$ cat src/rtl/scfifo_ver.sv
// scfifo_ver: single-clock FIFO, any depth >= 2, with normal or show-ahead read mode.
// Latency: flags/usedw follow the request edge by one cycle; normal-mode q 1 cycle after rdreq,
//   show-ahead q shows the head word as soon as empty drops.
// Backpressure: with checking on, wrreq is ignored while full and rdreq is ignored while empty.
//
// Ports:
//   clk          single clock, rising edge
//   reset_n      synchronous reset, active-low (wins over sclr)
//   sclr         synchronous clear, active-high
//   data/wrreq   write data and write request
//   rdreq        read request (normal) / pop acknowledge (show-ahead)
//   q            read data
//   empty, full  count == 0 / count == lpm_numwords
//   almost_full  count >= almost_full_value   (only with SCFIFO_ALMOST_FLAGS_EN, else 0)
//   almost_empty count <  almost_empty_value  (only with SCFIFO_ALMOST_FLAGS_EN, else 1)
//   usedw        low lpm_widthu bits of count (reads 0 when a power-of-two FIFO is full)
//
// Build option: define SCFIFO_ALMOST_FLAGS_EN to build the almost_full/almost_empty comparators.

module scfifo_ver #(
  parameter int    lpm_width          = 8,
  parameter int    lpm_numwords       = 16,
  parameter int    lpm_widthu         = 4,
  parameter string lpm_showahead      = "OFF",
  parameter string overflow_checking  = "ON",
  parameter string underflow_checking = "ON",
  parameter int    almost_full_value  = 12,
  parameter int    almost_empty_value = 4
) (
  input  logic                  clk,
  input  logic                  reset_n,
  input  logic                  sclr,
  input  logic [lpm_width-1:0]  data,
  input  logic                  wrreq,
  input  logic                  rdreq,
  output logic [lpm_width-1:0]  q,
  output logic                  empty,
  output logic                  full,
  output logic                  almost_full,
  output logic                  almost_empty,
  output logic [lpm_widthu-1:0] usedw
);

  localparam int CW = lpm_widthu + 1;

  localparam logic [CW-1:0]         CNT_FULL   = CW'(lpm_numwords);
  localparam logic [lpm_widthu-1:0] PTR_LAST   = lpm_widthu'(lpm_numwords - 1);
  localparam bit                    SHOW_AHEAD = (lpm_showahead == "ON");
  localparam bit                    OVF_OFF    = (overflow_checking == "OFF");
  localparam bit                    UDF_OFF    = (underflow_checking == "OFF");

  logic [lpm_width-1:0]  mem [lpm_numwords];
  logic [lpm_widthu-1:0] wr_ptr;
  logic [lpm_widthu-1:0] rd_ptr;
  logic [CW-1:0]         count;

  logic clr;
  logic wr_ena;
  logic rd_ena;
  logic wr_go;
  logic rd_go;

  // Pointers wrap explicitly at lpm_numwords-1 so non-power-of-two depths work.
  function automatic logic [lpm_widthu-1:0] ptr_inc(input logic [lpm_widthu-1:0] p);
    return (p == PTR_LAST) ? '0 : p + 1'b1;
  endfunction

  assign clr    = ~reset_n | sclr;
  assign wr_ena = wrreq & (~full  | OVF_OFF);
  assign rd_ena = rdreq & (~empty | UDF_OFF);
  // Requests arriving in a reset/clear cycle are dropped, memory included.
  assign wr_go  = wr_ena & ~clr;
  assign rd_go  = rd_ena & ~clr;

  always_ff @(posedge clk) begin
    if (clr) begin
      wr_ptr <= '0;
      rd_ptr <= '0;
      count  <= '0;
    end else begin
      if (wr_ena) wr_ptr <= ptr_inc(wr_ptr);
      if (rd_ena) rd_ptr <= ptr_inc(rd_ptr);
      // Count saturates so an unchecked overflow/underflow can never push it
      // outside 0..lpm_numwords; the stored data is then undefined anyway.
      if (wr_ena && !rd_ena && count != CNT_FULL) begin
        count <= count + 1'b1;
      end else if (rd_ena && !wr_ena && count != '0) begin
        count <= count - 1'b1;
      end
    end
  end

  // Storage carries no reset; only the pointers define what is valid.
  always_ff @(posedge clk) begin
    if (wr_go) mem[wr_ptr] <= data;
  end

  generate
    if (SHOW_AHEAD) begin : g_show_ahead
      // Head word is presented directly; rdreq only pops it.
      assign q = mem[rd_ptr];
    end else begin : g_normal
      logic [lpm_width-1:0] q_reg;

      always_ff @(posedge clk) begin
        if (clr) begin
          q_reg <= '0;
        end else if (rd_go) begin
          q_reg <= mem[rd_ptr];
        end
      end

      assign q = q_reg;
    end
  endgenerate

  // All status outputs decode the count register only, never the requests.
  assign empty = (count == '0);
  assign full  = (count == CNT_FULL);
  assign usedw = count[lpm_widthu-1:0];

`ifdef SCFIFO_ALMOST_FLAGS_EN
  assign almost_full  = (count >= CW'(almost_full_value));
  assign almost_empty = (count <  CW'(almost_empty_value));
`else
  assign almost_full  = 1'b0;
  assign almost_empty = 1'b1;
`endif

endmodule

$ cat config.mk
export PLATFORM = sky130hd
export DESIGN_NAME = scfifo_ver
export DESIGN_NICKNAME = d
export VERILOG_FILES = /design/src/rtl/scfifo_ver.sv
export SDC_FILE = /design/constraint.sdc
export NUM_CORES = 1
export LEC_CHECK = 0
export ABC_AREA = 0
export CAP_MARGIN = 20
export CORE_UTILIZATION = 25
export CTS_BUF_LIST = sky130_fd_sc_hd__clkbuf_8
export DETAILED_ROUTE_END_ITERATION = 8
export GPL_ROUTABILITY_DRIVEN = 0
export HOLD_SLACK_MARGIN = 0.05
export PLACE_DENSITY = 0.48
export SYNTH_ARGS = -nofsm -noshare
export SYNTH_HDL_FRONTEND = slang
export SYNTH_SLANG_ARGS = --single-unit
$ cat constraint.sdc
create_clock -name clk -period 4.8 [get_ports clk]
set_clock_uncertainty 0.15 [all_clocks]
set_input_delay 0.96 -clock clk [delete_from_list [all_inputs] [get_ports clk]]
set_output_delay 0.96 -clock clk [all_outputs]
set_load 0.01 [all_outputs]
==> results.md <==
- Outcome: completed
- Worst Setup End Kind: flop
- Clock buffer depth: 2
- Syn Inst Count: 356
- Crit path kind: in2reg
- Sequential area share after synthesis: 70.91%
- Pin count of the biggest net entering global routing: 26
- CTS tree: yes
- Worst Path Required: 5020 ps
- Minimum clock period: 3346 ps
- CTS Buf Count: 17
- Total die area: 24680 um2
- Detailed placement HPWL: 8282 um
- Dominant synthesized flop cell: edfxtp_1
- Ys async rst share: 0%
- Crit path top cell by count: a21o_1
- Fin. Hold Viols: 0
- Pwr/cell area: 376.8 nW/um2
- Clock share of power: 36.5%
- Syn Area/Cell: 16.89 um2
- Drt first pass iters: 4
- Internal power: 1993 uW
- Sink Count: 149
- Slew @ Worst Pin: 987.7 ps
- Final setup fails: 0
- N_diodes: 0
- Yosys cell types: 48
- Vias/cell: 4.346
- Comb power frac: 8.7%
- Leak Pwr: 0.002129 uW
- RSZ-0062 raised after global routing: no
- Sw frac: 24.20%
- Hold-fix buffer count after cts: 0
- Critical path's slowest cell: a21boi_2
- CP peak stage delay: 560 ps
- Peak VDD IR: 0.1393 mV
- Yosys reg bits: 149
- Commonest non-fill, non-tap cells in the layout: edfxtp_1, clkdlybuf4s50_1, nor2_1
- Slew Viols, Final: 0
- Pre-CTS setup slack: 1028 ps
- CTS clk-pin slew, worst paths: 90 ps
- EDFF count, synth: 128
- GRT Resource Usage Total: 11.33%
- Post-layout util: 29.64%
- H-Tree Depth: 4
- Share of cells above drive strength 1: 18.39%
- Syn nets: 378
- Initial antenna violation count: 0
- Io pins: 29
- Synthesized cell area: 6013 um2
- Yosys warns: 0
- Width of the die: 157.1 um
- Max reg flops: 128
- Via Count: 3112
- Die H: 157.1 um
- Hold Crit Class: reg2reg
- Overflow after GRT: 0
- Placed cell areas: 6589 um2
- Routed Antenna Nets: 0
- Crit Path Max Fanout: 15
- CP Launch Type: input port
- Final period utilization: 69.71%
- Sw Pwr: 636.1 uW
- Setup bufs post-CTS: 0
- DR iter-0 viols: 170
- Num rows: 56
- Final TNS setup: 0 ps
- Vias in the first global route: 3211
- Final wirelength: 12870 um
- Most common cell after layout, fill and taps aside: edfxtp_1
- Area of the core: 23540 um2
- Input/output buffers: 26
- Later-pin clock latency in the skew report: 450 ps
- Final WS setup: 1454 ps
- Nets: 406
- Hold slack: 411.1 ps
- Root Driver: clkbuf_8
- Area growth from synthesis to layout: 16.04%
- Global-route wire length before repair: 19850 um
- Slew margin rel.: 34.06%
- Reg power frac: 54.9%
- Worst setup path start: wrreq
- Worst reg2reg startpoint: count[0]
- Critical path arrival: 3570 ps
- Design area: 6978 um2
- Starting Density: 25.54%
- CP cell instances: clkdlybuf4s50_1, a21boi_2, nand2_1, fa_1, a21o_1, a21o_1, and3_1, o21ai_0, nor3b_1
- Min-delay src: count[1]
- Fmax: 0.2988 GHz
- Wire per inst: 17.98 um
- Max-Cap Viols: 0
- Residual DRC: 0
- Resize count post-CTS: 0
==> kinds of logic after synthesis <==
group                    synth area share, %
other                                 0.1249
AND/OR/NAND/NOR                        4.911
multiplexers                           11.84
flip-flops                             70.91
AO/OA/AOI/OAI                          6.762
buffers and inverters                  2.601
adder cells (fa/ha/maj)                1.998
XOR/XNOR                              0.8533
==> area by class of cell <==
cell class	instances	area [um2]
Clock buffer	17	234.0
Tap cell	319	399.1
Clock inverter	15	155.1
Sequential cell	149	4265
Timing Repair Buffer	34	320.3
Fill cell	2378	16560
Inverter	3	11.26
Multi-Input combinational cell	179	1593
==> per-stage QoR <==
stage	total power (uW)	cells
after floorplan	1621	356
after global placement	1696	684
after detailed placement	1701	684
after CTS	2652	716
after global routing	2724	716
final	2629	716
==> critical path, delay by kind of cell <==
family                   cells  cell delay, ps
buffers and inverters        1             470
AO/OA/AOI/OAI                4            1040
AND/OR/NAND/NOR              3             620
adder cells (fa/ha/maj)      1             460
==> power groups by stage <==
stage / Clock [uW] / Combinational (uW) / Sequential, uW
2_1_floorplan: 0 / 157 / 1460
5_1_grt: 1030 / 249 / 1450
6_report: 959 / 227 / 1440
3_3_place_gp: 0 / 224 / 1470
3_5_place_dp: 0 / 228 / 1470
4_1_cts: 979 / 229 / 1440
==> worst paths after layout <==
path | depth (start not counted) | end | slack [ps]
setup / recovery | 9 | count[4] | 1450
hold / removal | 2 | count[1] | 410
setup reg to reg | 9 | count[4] | 1830
hold reg to reg | 2 | count[1] | 410
==> synth_stat cells, types with 2 or more instances <==
cell type	instances	share of area, %
xnor2_1	2	0.29
xor2_1	2	0.29
a41oi_1	2	0.29
a22oi_1	7	0.87
a21o_1	3	0.37
a21oi_1	13	1.1
ha_1	8	1.7
clkbuf_1	7	0.44
edfxtp_1	128	64
inv_1	3	0.19
nor3_1	6	0.50
nor2b_1	3	0.31
o22ai_1	7	0.73
a31oi_1	9	0.94
mux2i_1	16	2.7
nand3_1	5	0.42
o21ai_0	10	0.83
mux4_2	24	9.0
nand2_1	8	0.50
buf_1	3	0.19
dfxtp_1	21	7.0
buf_2	6	0.50
and2_1	3	0.31
a311oi_1	2	0.29
buf_4	7	0.87
nor2_1	25	1.6
nand2b_1	2	0.21
conb_1	2	0.12
a211oi_1	3	0.37
==> metal layers <==
layer / track usage (%) / part of all wire (%) / vias up
met1: 14.76 / 47 / 1574
met3: 3.084 / 4.1 / 10
met2: 18.24 / 48 / 71
li1: - / - / 1457
met5: 0 / 0 / -
met4: 3.606 / 1.1 / 0
Note: power is estimated with default switching activity, not from simulation.
